`config.mk`:
```
export PLATFORM = sky130hd
export DESIGN_NAME = imem_boot_loader
export DESIGN_NICKNAME = d
export VERILOG_FILES = /design/src/rtl/boot_pkg.sv /design/src/rtl/boot_word_packer.sv /design/src/rtl/imem_boot_loader.sv
export SDC_FILE = /design/constraint.sdc
export NUM_CORES = 1
export LEC_CHECK = 0
export CORE_UTILIZATION = 44
export CTS_BUF_LIST = sky130_fd_sc_hd__clkbuf_2
export DETAILED_ROUTE_END_ITERATION = 6
export PLACE_DENSITY = 0.67
export REMOVE_ABC_BUFFERS = 1
export SLEW_MARGIN = 20
export SYNTH_ARGS = -nofsm -noshare
export SYNTH_HDL_FRONTEND = slang
export SYNTH_SLANG_ARGS = --single-unit
```
`constraint.sdc`:
```
create_clock -name clk -period 2.5 [get_ports clk]
set_clock_uncertainty 0.15 [all_clocks]
set_input_delay 0.25 -clock clk [delete_from_list [all_inputs] [get_ports clk]]
set_output_delay 0.25 -clock clk [all_outputs]
set_load 0.05 [all_outputs]
```
`src/rtl/boot_pkg.sv`:
```
// Shared types for the instruction-memory boot loader.
// BOOT_CHECKSUM_EN (optional) adds the CHECK state's trailing XOR byte.
package boot_pkg;

    typedef enum logic [2:0] {
        IDLE   = 3'd0,
        LEN_LO = 3'd1,
        LEN_HI = 3'd2,
        DATA   = 3'd3,
        CHECK  = 3'd4,
        DONE   = 3'd5,
        ERROR  = 3'd6
    } boot_state_t;

    typedef logic [1:0] boot_err_t;

    localparam boot_err_t ERR_NONE    = 2'd0;
    localparam boot_err_t ERR_LEN     = 2'd1;
    localparam boot_err_t ERR_TIMEOUT = 2'd2;
    localparam boot_err_t ERR_CSUM    = 2'd3;

    function automatic logic is_loading(input boot_state_t s);
        return s inside {LEN_LO, LEN_HI, DATA, CHECK};
    endfunction

endpackage

```
`src/rtl/boot_word_packer.sv`:
```
// Little-endian byte-to-word assembler: byte k lands in bits [8k+7:8k],
// and word/word_valid are registered one cycle after the final byte.
module boot_word_packer #(
    parameter int unsigned DATA_WIDTH = 32
) (
    input  logic                  clk,
    input  logic                  reset_n,
    input  logic                  clear,
    input  logic                  byte_valid,
    input  logic [7:0]            byte_data,
    output logic                  word_end,
    output logic                  word_valid,
    output logic [DATA_WIDTH-1:0] word
);

    localparam int unsigned BPW = DATA_WIDTH / 8;
    localparam int unsigned CW  = (BPW > 1) ? $clog2(BPW) : 1;

    logic [CW-1:0]         cnt_q;
    logic [DATA_WIDTH-1:0] shift_q;
    logic [DATA_WIDTH-1:0] shifted;

    // Newest byte enters at the top, so after BPW bytes byte 0 sits at the bottom.
    assign shifted  = (shift_q >> 8) | (DATA_WIDTH'(byte_data) << (DATA_WIDTH - 8));
    assign word_end = byte_valid && (cnt_q == CW'(BPW - 1));

    always_ff @(posedge clk or negedge reset_n) begin
        if (!reset_n) begin
            cnt_q      <= '0;
            shift_q    <= '0;
            word       <= '0;
            word_valid <= 1'b0;
        end else begin
            word_valid <= 1'b0;
            if (clear) begin
                cnt_q   <= '0;
                shift_q <= '0;
            end else if (byte_valid) begin
                shift_q <= shifted;
                if (word_end) begin
                    cnt_q      <= '0;
                    word       <= shifted;
                    word_valid <= 1'b1;
                end else begin
                    cnt_q <= cnt_q + 1'b1;
                end
            end
        end
    end

endmodule

```
`src/rtl/imem_boot_loader.sv`:
```
// Streams a length-prefixed program image into imem and holds the core in reset until done.
// BOOT_CHECKSUM_EN enables a trailing XOR byte checked in the CHECK state.
module imem_boot_loader
    import boot_pkg::*;
#(
    parameter int unsigned DATA_WIDTH     = 32,
    parameter int unsigned ADDR_WIDTH     = 8,
    parameter int unsigned TIMEOUT_CYCLES = 1000000
) (
    input  logic                  clk,
    input  logic                  reset_n,
    input  logic                  start,
    input  logic                  in_valid,
    input  logic [7:0]            in_data,
    output logic                  in_ready,
    output logic                  imem_we,
    output logic [ADDR_WIDTH-1:0] imem_addr,
    output logic [DATA_WIDTH-1:0] imem_wdata,
    output logic                  cpu_reset,
    output logic                  done,
    output logic [1:0]            err_code
);

    localparam int unsigned TW = $clog2(TIMEOUT_CYCLES + 1);
`ifdef BOOT_CHECKSUM_EN
    localparam boot_state_t AFTER_LOAD = CHECK;
`else
    localparam boot_state_t AFTER_LOAD = DONE;
`endif

    boot_state_t           state_q, state_d;
    boot_err_t             err_d;
    logic [7:0]            len_lo_q;
    logic [15:0]           len_q;
    logic [ADDR_WIDTH-1:0] word_cnt_q;
    logic [TW-1:0]         tmo_q;
    logic                  accept, pack_valid, word_end, last_word, tmo_expire;
    logic [16:0]           len_rx;

    assign accept     = in_valid && in_ready;
    assign pack_valid = accept && (state_q == DATA) && !start;
    assign len_rx     = {1'b0, in_data, len_lo_q};
    assign last_word  = (17'(word_cnt_q) + 17'd1) == 17'(len_q);
    // A byte accepted on the expiry cycle wins over the timeout.
    assign tmo_expire = is_loading(state_q) && (tmo_q == TW'(TIMEOUT_CYCLES - 1)) && !accept;

`ifdef BOOT_CHECKSUM_EN
    logic [7:0] csum_q;
    always_ff @(posedge clk or negedge reset_n) begin
        if (!reset_n)                       csum_q <= '0;
        else if (start)                     csum_q <= '0;
        else if (state_q == DATA && accept) csum_q <= csum_q ^ in_data;
    end
`endif

    always_comb begin
        state_d = state_q;
        err_d   = err_code;
        if (start) begin
            state_d = LEN_LO;
            err_d   = ERR_NONE;
        end else if (tmo_expire) begin
            state_d = ERROR;
            err_d   = ERR_TIMEOUT;
        end else begin
            case (state_q)
                LEN_LO: if (accept) state_d = LEN_HI;
                LEN_HI: begin
                    if (accept) begin
                        if (len_rx > (17'd1 << ADDR_WIDTH)) begin
                            state_d = ERROR;
                            err_d   = ERR_LEN;
                        end else if (len_rx == 17'd0) begin
                            state_d = AFTER_LOAD;
                        end else begin
                            state_d = DATA;
                        end
                    end
                end
                DATA: if (word_end && last_word) state_d = AFTER_LOAD;
`ifdef BOOT_CHECKSUM_EN
                CHECK: begin
                    if (accept) begin
                        if (in_data == csum_q) begin
                            state_d = DONE;
                        end else begin
                            state_d = ERROR;
                            err_d   = ERR_CSUM;
                        end
                    end
                end
`endif
                default: ;
            endcase
        end
    end

    // Status outputs are registered from the next state so they track it with no lag.
    always_ff @(posedge clk or negedge reset_n) begin
        if (!reset_n) begin
            state_q    <= IDLE;
            err_code   <= ERR_NONE;
            in_ready   <= 1'b0;
            cpu_reset  <= 1'b1;
            done       <= 1'b0;
            len_lo_q   <= '0;
            len_q      <= '0;
            word_cnt_q <= '0;
            imem_addr  <= '0;
            tmo_q      <= '0;
        end else begin
            state_q   <= state_d;
            err_code  <= err_d;
            in_ready  <= is_loading(state_d);
            cpu_reset <= (state_d != DONE);
            done      <= (state_d == DONE);
            if (state_q == LEN_LO && accept) len_lo_q <= in_data;
            if (state_q == LEN_HI && accept) len_q <= len_rx[15:0];
            if (start || accept)             tmo_q <= '0;
            else if (is_loading(state_q))    tmo_q <= tmo_q + 1'b1;
            if (start) begin
                word_cnt_q <= '0;
            end else if (word_end) begin
                word_cnt_q <= word_cnt_q + 1'b1;
                imem_addr  <= word_cnt_q;
            end
        end
    end

    boot_word_packer #(
        .DATA_WIDTH (DATA_WIDTH)
    ) u_packer (
        .clk        (clk),
        .reset_n    (reset_n),
        .clear      (start),
        .byte_valid (pack_valid),
        .byte_data  (in_data),
        .word_end   (word_end),
        .word_valid (imem_we),
        .word       (imem_wdata)
    );

endmodule

```
==> results of run 1 <==
cell families after synthesis:
logic type / synth area share (%)
multiplexers: 12.98
buffers and inverters: 2.382
AND/OR/NAND/NOR: 15.61
AO/OA/AOI/OAI: 6.033
flip-flops: 56.57
adder cells (fa/ha/maj): 0.6679
XOR/XNOR: 5.766
path summary, 6_finish.rpt:
kind / start / end / slack [ns] / cells past startpoint
worst max register to register: len_lo_q[6] / cpu_reset / 0.03 / 6
worst min-delay path: in_data[1] / u_packer.shift_q[25] / 0.07 / 3
min in group asynchronous: reset_n / cpu_reset / 0.52 / 3
worst max-delay path: len_lo_q[6] / cpu_reset / 0.03 / 6
max in group asynchronous: reset_n / state_q[2] / 1.39 / 4
worst min register to register: imem_addr[4] / imem_addr[4] / 0.37 / 2
state kept, by name (all words and copies together), names as in the netlist:
register	cells
cpu_reset	1
done	1
err_code	2
imem_addr	8
in_ready	1
len_lo_q	8
len_q	16
state_q	3
tmo_q	20
u_packer.cnt_q	2
u_packer.shift_q	24
u_packer.word	32
u_packer.word_valid	1
word_cnt_q	8
cell usage in the layout (no fill, tap or decap), types with 2 or more instances in the layout:
cell type | Yosys | routed
nand3_1 | 16 | 16
nand2_2 | 1 | 2
or4_4 | 1 | 3
or3_4 | 1 | 2
inv_1 | 7 | 7
nand2_1 | 69 | 68
nand4_1 | 10 | 10
and3_1 | 3 | 3
clkinv_2 | 0 | 4
ha_2 | 0 | 2
xor2_1 | 20 | 20
inv_6 | 0 | 2
dlygate4sd3_1 | 0 | 2
and4_1 | 5 | 3
xnor2_1 | 17 | 16
nor2b_1 | 3 | 2
dlymetal6s2s_1 | 0 | 2
nand2b_1 | 3 | 3
nor3b_1 | 2 | 2
mux2_2 | 63 | 63
nor3_1 | 5 | 5
and4_2 | 0 | 2
dfrtp_1 | 126 | 125
buf_12 | 0 | 4
clkinv_4 | 0 | 2
o21ai_2 | 1 | 2
o21ai_0 | 6 | 5
nor2_1 | 38 | 38
mux2i_1 | 2 | 2
o31ai_1 | 3 | 2
clkbuf_2 | 0 | 18
buf_4 | 1 | 48
clkinvlp_4 | 0 | 4
nor4_1 | 6 | 5
a21oi_1 | 34 | 33
clkdlybuf4s50_1 | 0 | 54
power by group through the flow:
stage	Combinational [mW]	Clock, mW	Sequential [mW]
4_1_cts	1.15	1.18	2.49
3_5_place_dp	1.11	0	2.53
3_3_place_gp	1.08	0	2.52
2_1_floorplan	0.637	0	2.52
6_report	1.18	1.13	2.50
5_1_grt	1.30	1.28	2.53
cell usage after synthesis, types with 6 or more instances:
cell / count / area [um2]
nor4_1: 6 / 37.54
o21ai_0: 6 / 30.03
xnor2_1: 17 / 148.9
xor2_1: 20 / 175.2
mux2_2: 63 / 709.4
inv_1: 7 / 26.28
nor2_1: 38 / 142.6
a21oi_1: 34 / 170.2
clkbuf_1: 20 / 75.07
dfrtp_1: 126 / 3153
nand2_1: 69 / 259.0
nand3_1: 16 / 80.08
nand4_1: 10 / 62.56
area by class of cell:
type / count / area share [%]
clock buffers: 18 / 1.271
clock inverters: 14 / 1.677
inverters: 7 / 0.3708
multi-input cells: 338 / 33.97
well taps: 168 / 2.966
flip-flops and latches: 127 / 44.88
repair buffers: 111 / 14.87
metal layers:
layer  vias to the layer above  track usage, %  part of all wire (%)  routed length [um]
met5                         -               0                     0                   0
met4                         0           10.65                   2.7                 327
met3                        30           4.797                   3.3                 408
met2                        78           33.45                    50                6146
met1                      2040           24.63                    44                5345
li1                       1939               -                     -                   -
worst reg2reg max path, stage by stage (launching register included):
cell and delay [ns]:
dfrtp_1 0.44, or4_4 0.56, or3_4 0.40, a21oi_4 0.16, nor4b_4 0.08, or2_4 0.26
a2111o_1 0.37
stage by stage:
stage	util, %	instances
final	58.03	783
after CTS	57.00	777
after floorplan	-	472
after global routing	58.03	783
after detailed placement	54.67	741
after global placement	54.67	741
what timing repair did:
item | 4_1_cts | 5_1_grt
hold endpoints to repair | 127 | 0
hold buffers | 3 | 0
buffers inserted | 1 | 6
resized for setup | 4 | 18
pin swaps | 0 | 9
setup endpoints to repair | 2 | 6
==> reports/qor.txt, run 1 <==
TIMING
-------------------------------------------------------------------------------------------
Max frequency ................................................................    405.4 MHz
Endpoints failing hold .......................................................            0
Final slew viol count ........................................................            0
Worst-margin pin slew ........................................................    0.5678 ns
Setup repair after global routing missed its margin ..........................         true
Period utilization ...........................................................       98.66%
Final setup fails ............................................................            0
Setup ws final ...............................................................   0.03356 ns
Worst hold slack .............................................................   0.07062 ns
Setup Total Neg Slack ........................................................         0 ns
Min Clock Period, post-route .................................................     2.466 ns
Worst slew margin ............................................................       62.15%

LOGIC SYNTHESIS
-------------------------------------------------------------------------------------------
Number of flip-flops and latches in the synthesized netlist ..................          127
Number of distinct library cells after synthesis .............................           53
Main synth FF type ...........................................................      dfrtp_1
Async set-or-reset flop fraction in the synthesized netlist ..................       100.0%
Avg Cell Area, Syn ...........................................................    11.29 um2
Sequential fraction of the synthesis area ....................................       56.57%
Number of synthesized flops with an enable pin ...............................            0
Cell area after technology mapping ...........................................     5620 um2
Warning count from the yosys run .............................................            0
Gate count after technology mapping ..........................................          498

POWER AND IR DROP
-------------------------------------------------------------------------------------------
Internal power component .....................................................     3.245 mW
Sw frac ......................................................................       32.53%
Clock group share of total power .............................................        23.5%
Post-layout power ............................................................     4.810 mW
Total power per unit cell area ............................................... 678.7 nW/um2
Seq pwr share ................................................................        51.9%
Comb pwr share ...............................................................        24.6%
Cell leakage power ...........................................................     3.200 nW
Peak supply drop .............................................................    0.3472 mV
Switching power ..............................................................     1.565 mW

FLOORPLANNING
-------------------------------------------------------------------------------------------
Cell Rows ....................................................................           40
Die area .....................................................................    13230 um2
Ports placed on the boundary .................................................           58
Vertical die dimension .......................................................     115.0 um
Die extent in x ..............................................................     115.0 um
CORE AREA ....................................................................    12210 um2
Initial Util .................................................................       46.02%

FINAL LAYOUT
-------------------------------------------------------------------------------------------
Layout cell share with drive strength beyond 1 ...............................       28.46%
Number of fillers in the final layout ........................................         1085
Total area of multi-input combinational cells ................................     2407 um2
Number of antenna diodes .....................................................            0
Post-route cell area .........................................................     7087 um2
Final Net Count ..............................................................          617
Synth-to-layout area growth ..................................................       26.09%
FF/Latch Area ................................................................     3181 um2

WORST HOLD PATH
-------------------------------------------------------------------------------------------
Type of the worst min-delay path .............................................       in2reg

GLOBAL ROUTING
-------------------------------------------------------------------------------------------
Global-route wire length before repair .......................................     20270 um
Total congestion overflow ....................................................            0
Vias in the first global route ...............................................         4320
Maximum number of pins on one net before global-route repair .................           51
Overall routing resource usage ...............................................       20.21%
Initial antenna violation count ..............................................            0

PLACE
-------------------------------------------------------------------------------------------
Port bufs ....................................................................           57
Post-detail-place hpwl .......................................................      8104 um
DP Area ......................................................................     6676 um2
DP Worst Slack ...............................................................  -0.06643 ns
Placer congestion estimate ...................................................       0.8549

RUN STATUS
-------------------------------------------------------------------------------------------
Status ....................................................................... complete, no violations

WORST SETUP PATH
-------------------------------------------------------------------------------------------
Critical path peak fanout ....................................................            4
Family of cells with the greatest summed delay on the critical path .......... simple AND/OR/NAND/NOR gates
CP max stage cell ............................................................        or4_4
Required time of the critical path ...........................................      3.00 ns
Number of buffers and inverters on the critical path .........................            0
Crit path arrival time .......................................................      2.96 ns
Slowest cell delay on critical path ..........................................      0.56 ns
Crit path launch type ........................................................     register
CP endpoint kind .............................................................     register
Start-to-end type of the worst setup path ....................................      reg2reg
Cell-by-cell listing of the critical path .................................... or4_4 -> or3_4 -> a21oi_4 -> nor4b_4 -> or2_4 -> a2111o_1

CLOCK NETWORK
-------------------------------------------------------------------------------------------
CTS Root Cell ................................................................     clkbuf_2
Max clock buf depth ..........................................................            2
Number of sinks driven by the clock tree .....................................          127
Insertion delay to the later sink of the worst-skew pair .....................      0.70 ns
CTS tree .....................................................................         done
Htree depth ..................................................................            4
Total CTS buffers ............................................................           17
Clock transition at the registers of the reported paths ......................      0.18 ns

DRT
-------------------------------------------------------------------------------------------
Via count ....................................................................         4087
Post-DR wirelength/cell ......................................................     15.62 um
Pre-Repair DR Iteration Count ................................................            4
Via density ..................................................................        5.220
DRC ..........................................................................            0
Post-route antenna net violation count .......................................            0
Routed wire length ...........................................................     12230 um
Number of design-rule violations left by the first detailed-router iteration .          179

JOB
-------------------------------------------------------------------------------------------
Total of max-cap violations ..................................................            0

Note: power is estimated with default switching activity, not from simulation.
==> run 2, diff against run 1 <==
--- a/config.mk
+++ b/config.mk
@@ -5,10 +5,10 @@
 export SDC_FILE = /design/constraint.sdc
 export NUM_CORES = 1
 export LEC_CHECK = 0
-export CORE_UTILIZATION = 44
+export CORE_UTILIZATION = 53
 export CTS_BUF_LIST = sky130_fd_sc_hd__clkbuf_2
 export DETAILED_ROUTE_END_ITERATION = 6
-export PLACE_DENSITY = 0.67
+export PLACE_DENSITY = 0.78
 export REMOVE_ABC_BUFFERS = 1
 export SLEW_MARGIN = 20
 export SYNTH_ARGS = -nofsm -noshare
==> run 2 against run 1 <==
Net effect:
- routed wire length is 1.1% lower
- core utilization rose by 9.8 points
- critical path depth is the same
- worst setup slack improved by 0.012 ns
- combinational power hardly changed
- worst hold slack improved by 0.068 ns
- highest routed layer unchanged
- critical path type unchanged
- global-route usage increased by 3.2 points
- clock-buffer cell count shrank 1
- total power rose by 0.90%
- sequential cell count did not move
- cell count is 4.3% lower
==> reports/qor.txt, run 2 (synthesized netlist as in run 1, its figures left out) <==
PLACE
-------------------------------------------------------------------------------------------
Placed instance count ........................................................          710
DP Area ......................................................................     6616 um2
Post-detail-place hpwl .......................................................      8399 um
Placer congestion estimate ...................................................       0.8696
Port bufs ....................................................................           57

DRT
-------------------------------------------------------------------------------------------
Pre-Repair DR Iteration Count ................................................            4
DRC ..........................................................................            0
Post-route antenna net violation count .......................................            0
Number of design-rule violations left by the first detailed-router iteration .          149
Via density ..................................................................        5.491
Post-DR wirelength/cell ......................................................     16.15 um
Via count ....................................................................         4113
Routed wire length ...........................................................     12090 um

WORST SETUP PATH
-------------------------------------------------------------------------------------------
Reg-to-Reg Start .............................................................  len_lo_q[7]
Start-to-end type of the worst setup path ....................................      reg2reg
Crit path launch type ........................................................     register
Reg-to-reg slack, setup ......................................................      0.05 ns
Critical path peak fanout ....................................................            3
Required time of the critical path ...........................................      2.94 ns
Source of the critical timing path ...........................................  len_lo_q[7]
R2R depth ....................................................................            6
Crit path arrival time .......................................................      2.90 ns
CP endpoint kind .............................................................     register
Worst R2R End ................................................................    cpu_reset

FLOORPLANNING
-------------------------------------------------------------------------------------------
CORE AREA ....................................................................    10320 um2
Ports placed on the boundary .................................................           58
Die area .....................................................................    11020 um2
Vertical die dimension .......................................................     105.0 um
Initial Util .................................................................       54.44%
Cell Rows ....................................................................           37
Die extent in x ..............................................................     105.0 um

CLOCK NETWORK
-------------------------------------------------------------------------------------------
Insertion delay to the later sink of the worst-skew pair .....................      0.67 ns
Total CTS buffers ............................................................           17
CTS tree .....................................................................         done
Clock transition at the registers of the reported paths ......................      0.21 ns
Number of sinks driven by the clock tree .....................................          127
CTS Root Cell ................................................................     clkbuf_2
Htree depth ..................................................................            4
Max clock buf depth ..........................................................            2

TIMING
-------------------------------------------------------------------------------------------
Worst slew margin ............................................................       65.98%
Setup Total Neg Slack ........................................................         0 ns
Final slew viol count ........................................................            0
Endpoints failing hold .......................................................            0
Setup repair after global routing missed its margin ..........................         true
Final setup fails ............................................................            0
Min Clock Period, post-route .................................................     2.454 ns
Worst-margin pin slew ........................................................    0.5087 ns
Max frequency ................................................................    407.4 MHz
Period utilization ...........................................................       98.17%
Worst hold slack .............................................................    0.1384 ns

GLOBAL ROUTING
-------------------------------------------------------------------------------------------
Vias in the first global route ...............................................         4102
Total congestion overflow ....................................................            0
Initial antenna violation count ..............................................            1
Maximum number of pins on one net before global-route repair .................           42
Overall routing resource usage ...............................................       23.40%
Global-route wire length before repair .......................................     20010 um

WORST HOLD PATH
-------------------------------------------------------------------------------------------
Number of cells on the worst hold path .......................................            4
Capture endpoint of the worst hold path ...................................... u_packer.shift_q[30]
Type of the worst min-delay path .............................................       in2reg
Beginning of the worst hold path .............................................   in_data[6]

FINAL LAYOUT
-------------------------------------------------------------------------------------------
Non-filler cells, final ......................................................          749
Number of fillers in the final layout ........................................          746
Most flops, register ......................................................... u_packer.word
Most frequent standard cell in the layout excluding fill and tap cells .......      dfrtp_1
Synth-to-layout area growth ..................................................       24.64%
Layout cell share with drive strength beyond 1 ...............................       27.78%
Flip-flop count of the largest register, all copies and words added ..........           32
Post-route cell area .........................................................     7005 um2
Final Net Count ..............................................................          614
Top Registers ................................................................ u_packer.word: 32 flops, u_packer.shift_q: 24 flops, tmo_q: 20 flops
Most frequent cells in the layout ............................................ dfrtp_1 (125), nand2_1 (68), mux2_2 (63)

POWER AND IR DROP
-------------------------------------------------------------------------------------------
Post-layout power ............................................................     4.853 mW
Peak supply drop .............................................................    0.4448 mV
Total power per unit cell area ............................................... 692.8 nW/um2
Cell leakage power ...........................................................     3.178 nW

JOB
-------------------------------------------------------------------------------------------
Total of max-cap violations ..................................................            0

RUN STATUS
-------------------------------------------------------------------------------------------
Status ....................................................................... complete, no violations

-- run 2: cell types whose count changed in the layout (fill, tap and decap cells not counted), sizes merged --
cell	previous run	this run
inv	9	17
clkinv	7	2
buf	53	50
bufinv	1	0
clkbuf	18	17
clkdlybuf4s50	54	55
clkinvlp	4	3
diode	0	1
dlymetal6s2s	2	1
-- run 2: cell type report --
type | instances | area [um2] | area share [%]
Clock inverter | 15 | 142.6 | 2.036
Timing Repair Buffer | 108 | 996.0 | 14.22
Clock buffer | 17 | 85.08 | 1.215
Inverter | 7 | 26.28 | 0.3751
Sequential cell | 127 | 3181 | 45.40
Tap cell | 136 | 170.2 | 2.429
Antenna cell | 1 | 2.502 | 0.03572
Multi-Input combinational cell | 338 | 2402 | 34.29
-- run 2: how the worst max path moves through the flow --
stage / to / slack, ns / cells after the start
3_5_place_dp: cpu_reset / -0.03 / 7
3_3_place_gp: cpu_reset / 0.03 / 7
4_1_cts: in_ready / 0.002 / 6
2_1_floorplan: cpu_reset / -0.59 / 5
6_report: cpu_reset / 0.05 / 6
5_1_grt: done / -0.07 / 8
-- run 2: routing by layer --
metal,up-vias,track usage (%),part of all wire (%)
li1,1934,-,-
met1,2071,30.24,43
met2,93,39.26,51
met3,15,4.991,3.8
met4,0,7.847,1.4
met5,-,0,0
-- run 2: through the flow --
stage / utilization, % / worst slack [ns]
3_5_place_dp: 64.09 / -0.03025
4_1_cts: 66.93 / 0.001881
6_report: 67.86 / 0.04566
3_3_place_gp: 64.09 / 0.03028
5_1_grt: 67.86 / -0.07023
2_1_floorplan: - / -0.5859
-- run 2: critical path: stages, from the launching register on --
cell and delay [ns]:
dfrtp_1 0.44, or4_4 0.56, or3_4 0.39, a21oi_4 0.17, nor4b_4 0.08, or2_4 0.24
a2111o_1 0.37
-- run 2: power by group --
group | total (mW) | leakage, nW | switching [mW] | internal [mW]
combinational | 1.16 | 1.33 | 0.590 | 0.565
sequential | 2.51 | 1.72 | 0.209 | 2.30
clock | 1.19 | 0.132 | 0.879 | 0.311
total | 4.85 | 3.18 | 1.68 | 3.17
-- run 2: timing repair --
action | CTS | global route
endpoints found under the setup margin | 2 | 4
setup buffers | 0 | 3
gates resized for setup | 5 | 14
pin swaps | 2 | 7
hold endpoints to repair | 126 | 0
hold buffers | 3 | 0
==> run 3, diff against run 2 <==
--- a/config.mk
+++ b/config.mk
@@ -8,6 +8,7 @@
 export CORE_UTILIZATION = 53
 export CTS_BUF_LIST = sky130_fd_sc_hd__clkbuf_2
 export DETAILED_ROUTE_END_ITERATION = 6
+export HOLD_SLACK_MARGIN = 0.02
 export PLACE_DENSITY = 0.78
 export REMOVE_ABC_BUFFERS = 1
 export SLEW_MARGIN = 20
==> results of run 3 <==
Same layout as run 2: the final DEF is identical, and so are final timing and power.
